### config.mk
export PLATFORM = sky130hd
export DESIGN_NAME = dmem_access_ctrl
export DESIGN_NICKNAME = d
export VERILOG_FILES = /design/src/rtl/dmem_access_ctrl.sv
export SDC_FILE = /design/constraint.sdc
export NUM_CORES = 1
export LEC_CHECK = 0
export ABC_AREA = 1
export ABC_CLOCK_PERIOD_IN_PS = 1250
export BUFFER_PORTS_ARGS = -buffer_cell sky130_fd_sc_hd__buf_2
export CAP_MARGIN = 10
export CORE_UTILIZATION = 43
export DETAILED_ROUTE_END_ITERATION = 12
export GPL_TIMING_DRIVEN = 0
export HOLD_SLACK_MARGIN = 0.1
export MAX_ROUTING_LAYER = met4
export PLACE_DENSITY = 0.72
export SLEW_MARGIN = 0
export SYNTH_ARGS = -nofsm -noshare
export SYNTH_HDL_FRONTEND = slang
export SYNTH_SLANG_ARGS = --single-unit
### constraint.sdc
create_clock -name clk -period 1.25 [get_ports clk]
set_input_delay 0 -clock clk [delete_from_list [all_inputs] [get_ports clk]]
set_output_delay 0 -clock clk [all_outputs]
set_load 0.05 [all_outputs]
### src/rtl/dmem_access_ctrl.sv
`default_nettype none
// ============================================================================
// dmem_access_ctrl : data-memory handshake controller for the Memory stage
// Rev 1.0
// ============================================================================
module dmem_access_ctrl #(
  parameter int data_size = 32,
  parameter int TIMEOUT   = 16
) (
  input  logic                 clk,
  input  logic                 reset,
  input  logic                 MemReadM,
  input  logic                 MemWriteM,
  input  logic [data_size-1:0] ALUOutM,
  input  logic [data_size-1:0] WriteDataM,
  input  logic                 mem_ack,
  input  logic [data_size-1:0] mem_rdata,
  output logic                 mem_req,
  output logic                 mem_we,
  output logic [data_size-1:0] mem_addr,
  output logic [data_size-1:0] mem_wdata,
  output logic [data_size-1:0] ReadDataM,
  output logic                 StallM,
  output logic                 ErrorM
);

  typedef enum logic [1:0] {
    IDLE = 2'd0,
    BUSY = 2'd1,
    DONE = 2'd2
  } state_t;

  localparam logic [7:0] c_cnt_last = 8'(TIMEOUT - 1);

  state_t     r_state;
  logic [7:0] r_cnt;
  logic       w_access;

  assign w_access = MemReadM | MemWriteM;

  // Hold the pipeline while a request is being launched or is outstanding.
  assign StallM = (r_state == BUSY) || ((r_state == IDLE) && w_access);

  always_ff @(posedge clk or negedge reset) begin
    if (!reset) begin
      r_state   <= IDLE;
      r_cnt     <= 8'd0;
      mem_req   <= 1'b0;
      mem_we    <= 1'b0;
      mem_addr  <= '0;
      mem_wdata <= '0;
      ReadDataM <= '0;
      ErrorM    <= 1'b0;
    end else begin
      case (r_state)
        IDLE: begin
          if (w_access) begin
            r_state   <= BUSY;
            r_cnt     <= 8'd0;
            mem_req   <= 1'b1;
            mem_we    <= MemWriteM;
            mem_addr  <= ALUOutM;
            mem_wdata <= WriteDataM;
          end
        end
        BUSY: begin
          // An ack arriving on the expiry cycle still counts as a completion.
          if (mem_ack) begin
            r_state <= DONE;
            mem_req <= 1'b0;
            mem_we  <= 1'b0;
            if (!mem_we) begin
              ReadDataM <= mem_rdata;
            end
          end else if (r_cnt == c_cnt_last) begin
            r_state   <= DONE;
            mem_req   <= 1'b0;
            mem_we    <= 1'b0;
            ReadDataM <= '0;
            ErrorM    <= 1'b1;
          end else begin
            r_cnt <= r_cnt + 8'd1;
          end
        end
        DONE: begin
          r_state <= IDLE;
        end
        default: begin
          r_state <= IDLE;
        end
      endcase
    end
  end

endmodule
`default_nettype wire

==> run_results.csv <==
group,metric,value,unit
die,ios,201,
routing,via_per_inst,5.37,
timing,finalCritPeriodShare,117,%
worst_setup_path,cp_num_buf_inv,2,
power_and_ir_drop,p_sw,13.2,mW
placed_design,dpl.hpwl,8950,um
power_and_ir_drop,switching_share,55.3,%
routing,final_antenna_net_count,0,
power_and_ir_drop,p_leak,4.42,nW
cells_and_area,final_util,79.2,%
worst_setup_path,crit_chain,"ha_2, nand2_2, clkinv_4, nand2_4, o21ai_4, buf_6, nand3_2, o21ai_2",
placed_design,gp_congestion,0.859,
cells_and_area,areaGrowthSynthToFinish,78.3,%
job,cap_violations,0,
cts,cts_hold_buf,99,
die,core-area,10400,um2
power_and_ir_drop,intPower,10.7,mW
yosys,syn_area_per_cell,9.09,um2
die,die_area,11100,um2
cts,worstSkewPairLatency,0.38,ns
timing,fmax,0.685,GHz
placed_design,io_buffers,199,
timing,worst_pin_slew,0.531,ns
timing,worst_slack,-0.209,ns
die,die_h,106,um
routing,drt_iter0_drc,418,
cts,htree_levels,3,
grt,antenna_found_initial,0,
yosys,syn-num-nets,609,
worst_hold_path,hp-class,"in -> reg",
yosys,syn-instance-count,507,
worst_setup_path,path_delay_family,"flip-flops",
power_and_ir_drop,p_per_area,2900,nW/um2
grt,grt_pass1_vias,5205,
yosys,ys_seq_area_share,59.2,%
grt,grt_max_degree,74,
cts,clock-sinks,109,
worst_setup_path,critPathSlowestCell,"dfrtp_1",
grt,grt_first_pass_wirelength,25400,um
timing,grt_setup_unrepaired,"yes",
worst_setup_path,arrival,1.77,ns
die,die_w,106,um
die,fp-row-count,37,
power_and_ir_drop,pwr-share-clk,8.8,%
yosys,synth_cell_types,23,
grt,use_met2,51.6,%
routing,wl_per_cell,19.0,um
run_status,status,"finished, violations left",
power_and_ir_drop,fin_total_pwr,23.8,mW
power_and_ir_drop,seq_power_share,27.6,%
yosys,ys_seq_elements,109,
run_status,violations,"negative setup slack",
timing,max_slew_margin,64.6,%
cts,ctsRootBufferMaster,"clkbuf_8",
timing,setup_viol,97,
timing,slew_violations,0,
grt,grt_overflow,0,
worst_setup_path,crit_type,"reg -> reg",
cts,cts_buffer_depth,2,
worst_setup_path,critical_path.max_stage_delay,0.38,ns
power_and_ir_drop,combinationalPowerShare,63.6,%
cts,cts_buffers,9,
routing,dr.pass1.iters,6,
routing,num_vias,5350,
cells_and_area,final_common_cell,"buf_2",
cells_and_area,final_cell_mix,"buf_2, nand2_1, dfrtp_1",
timing,min_period,1.46,ns
yosys,ys_warn_count,0,
worst_setup_path,end_kind,"flip-flop",
cells_and_area,nets,957,
grt,grt.total_usage,30.1,%
timing,hold_viol,0,
power_and_ir_drop,vdd_drop_max,0.00222,V
grt,grt-busiest-layer,"met2",
cells_and_area,fillers,544,
cells_and_area,n_antenna_cell,0,
cts,cts_tree,"done",
worst_setup_path,start_kind,"flip-flop",
routing,route.detailed.drc,0,
grt,met1_usage,33.8,%
cts,clk_pin_slew,0.11,ns
worst_setup_path,crit_fanout,6,
routing,drt-total-wl,18900,um
grt,grt_util_met3,7.11,%
cells_and_area,drive_gt1_share,50.0,%
timing,fin_setup_tns,-10.82,ns
yosys,syn-cell-area,4610,um2
timing,skew,0.0161,ns
die,initial_core_util,44.4,%
worst_setup_path,required,1.56,ns
## worst min-delay path, delay by kind of cell
kind / cells / cell delay (ns)
and+or+nand+nor: 1 / 0.07
AOI/OAI and AO/OA: 1 / 0.08
buffers and inverters: 2 / 0.27
## cell families (layout without fill, tap and decap cells)
kind of cell	after synthesis	after routing	share of synthesized area [%]
AOI/OAI and AO/OA	7	7	1.09
xor gates and xnor gates	2	2	0.380
adders and majority gates	1	1	0.271
buffers and inverters	42	395	4.51
DFF	109	109	59.2
and+or+nand+nor	346	346	34.6
## routing by layer
| layer | up-vias | routed length (um) |
|---|---|---|
| met2 | 378 | 9570 |
| met1 | 2550 | 6720 |
| met5 | - | 0 |
| met3 | 98 | 1590 |
| li1 | 2324 | - |
| met4 | 0 | 1020 |
## flip-flops by register name (all words and copies together), names as in the netlist
register / count
mem_req: 1
ErrorM: 1
mem_wdata: 32
mem_addr: 32
ReadDataM: 32
r_cnt: 8
mem_we: 1
r_state: 2
## timing repair
item | 4_1_cts | 5_1_grt
pin swaps | 56 | 19
setup buffers | 16 | 11
gates resized for setup | 118 | 101
endpoints found under the hold margin | 206 | 1
endpoints found under the setup margin | 106 | 110
cloned | 10 | 3
## synthesized netlist by cell type, drive strengths merged
master / number / share of area (%)
ha: 1 / 0.27
nor3: 1 / 0.11
o21ai: 7 / 1.1
buf: 19 / 2.6
dfrtp: 109 / 59
clkbuf: 12 / 0.98
clkinv: 1 / 0.11
nand2: 254 / 21
nor2: 13 / 1.4
xor2: 1 / 0.19
inv: 10 / 0.81
xnor2: 1 / 0.19
nand4: 32 / 4.3
nand3: 45 / 7.7
and2: 1 / 0.16
## area by class of cell
cell class / count / area [um2] / share of cell area, %
buffer: 30 / 348 / 4.23
clock buffer: 10 / 138 / 1.68
clock inverter: 6 / 43.8 / 0.533
inverter: 11 / 61.3 / 0.746
multi-input combinational: 356 / 2190 / 26.7
sequential: 109 / 2730 / 33.2
tap: 136 / 170 / 2.07
timing repair buffer: 337 / 2520 / 30.6
timing repair inverter: 1 / 11.3 / 0.137
## path summary, 6_finish.rpt
path | to | slack [ns] | depth (start not counted) | start
setup / recovery | r_cnt[5] | -0.21 | 8 | r_cnt[1]
hold / removal | mem_req | 0.08 | 4 | MemReadM
setup reg to reg | r_cnt[5] | -0.21 | 8 | r_cnt[1]
hold reg to reg | ErrorM | 0.47 | 2 | ErrorM
max in group asynchronous | r_cnt[5] | 0.39 | 3 | reset
min in group asynchronous | ReadDataM[12] | 0.12 | 2 | reset
## power groups by stage
stage	logic [mW]	registers, mW	clock network (mW)
after floorplan	3.05	11.3	0
after global placement	11.0	6.02	0
after detailed placement	11.2	6.09	0
after CTS	13.4	6.16	2.11
after global routing	15.8	6.74	2.27
final	15.2	6.58	2.09
## stage by stage
step / cells / cell area, um2 / hold WS, ns / setup WS (ns)
final: 996 / 8210 / 0.0775 / -0.209
after global routing: 996 / 8210 / 0.0743 / -0.278
after CTS: 984 / 7730 / 0.120 / -0.171
after detailed placement: 843 / 5870 / -0.000266 / -0.236
after global placement: 842 / 5840 / 0.193 / -1.21
after floorplan: 507 / 4680 / -0.296 / -0.0673
(Power assumes the default switching activity.)
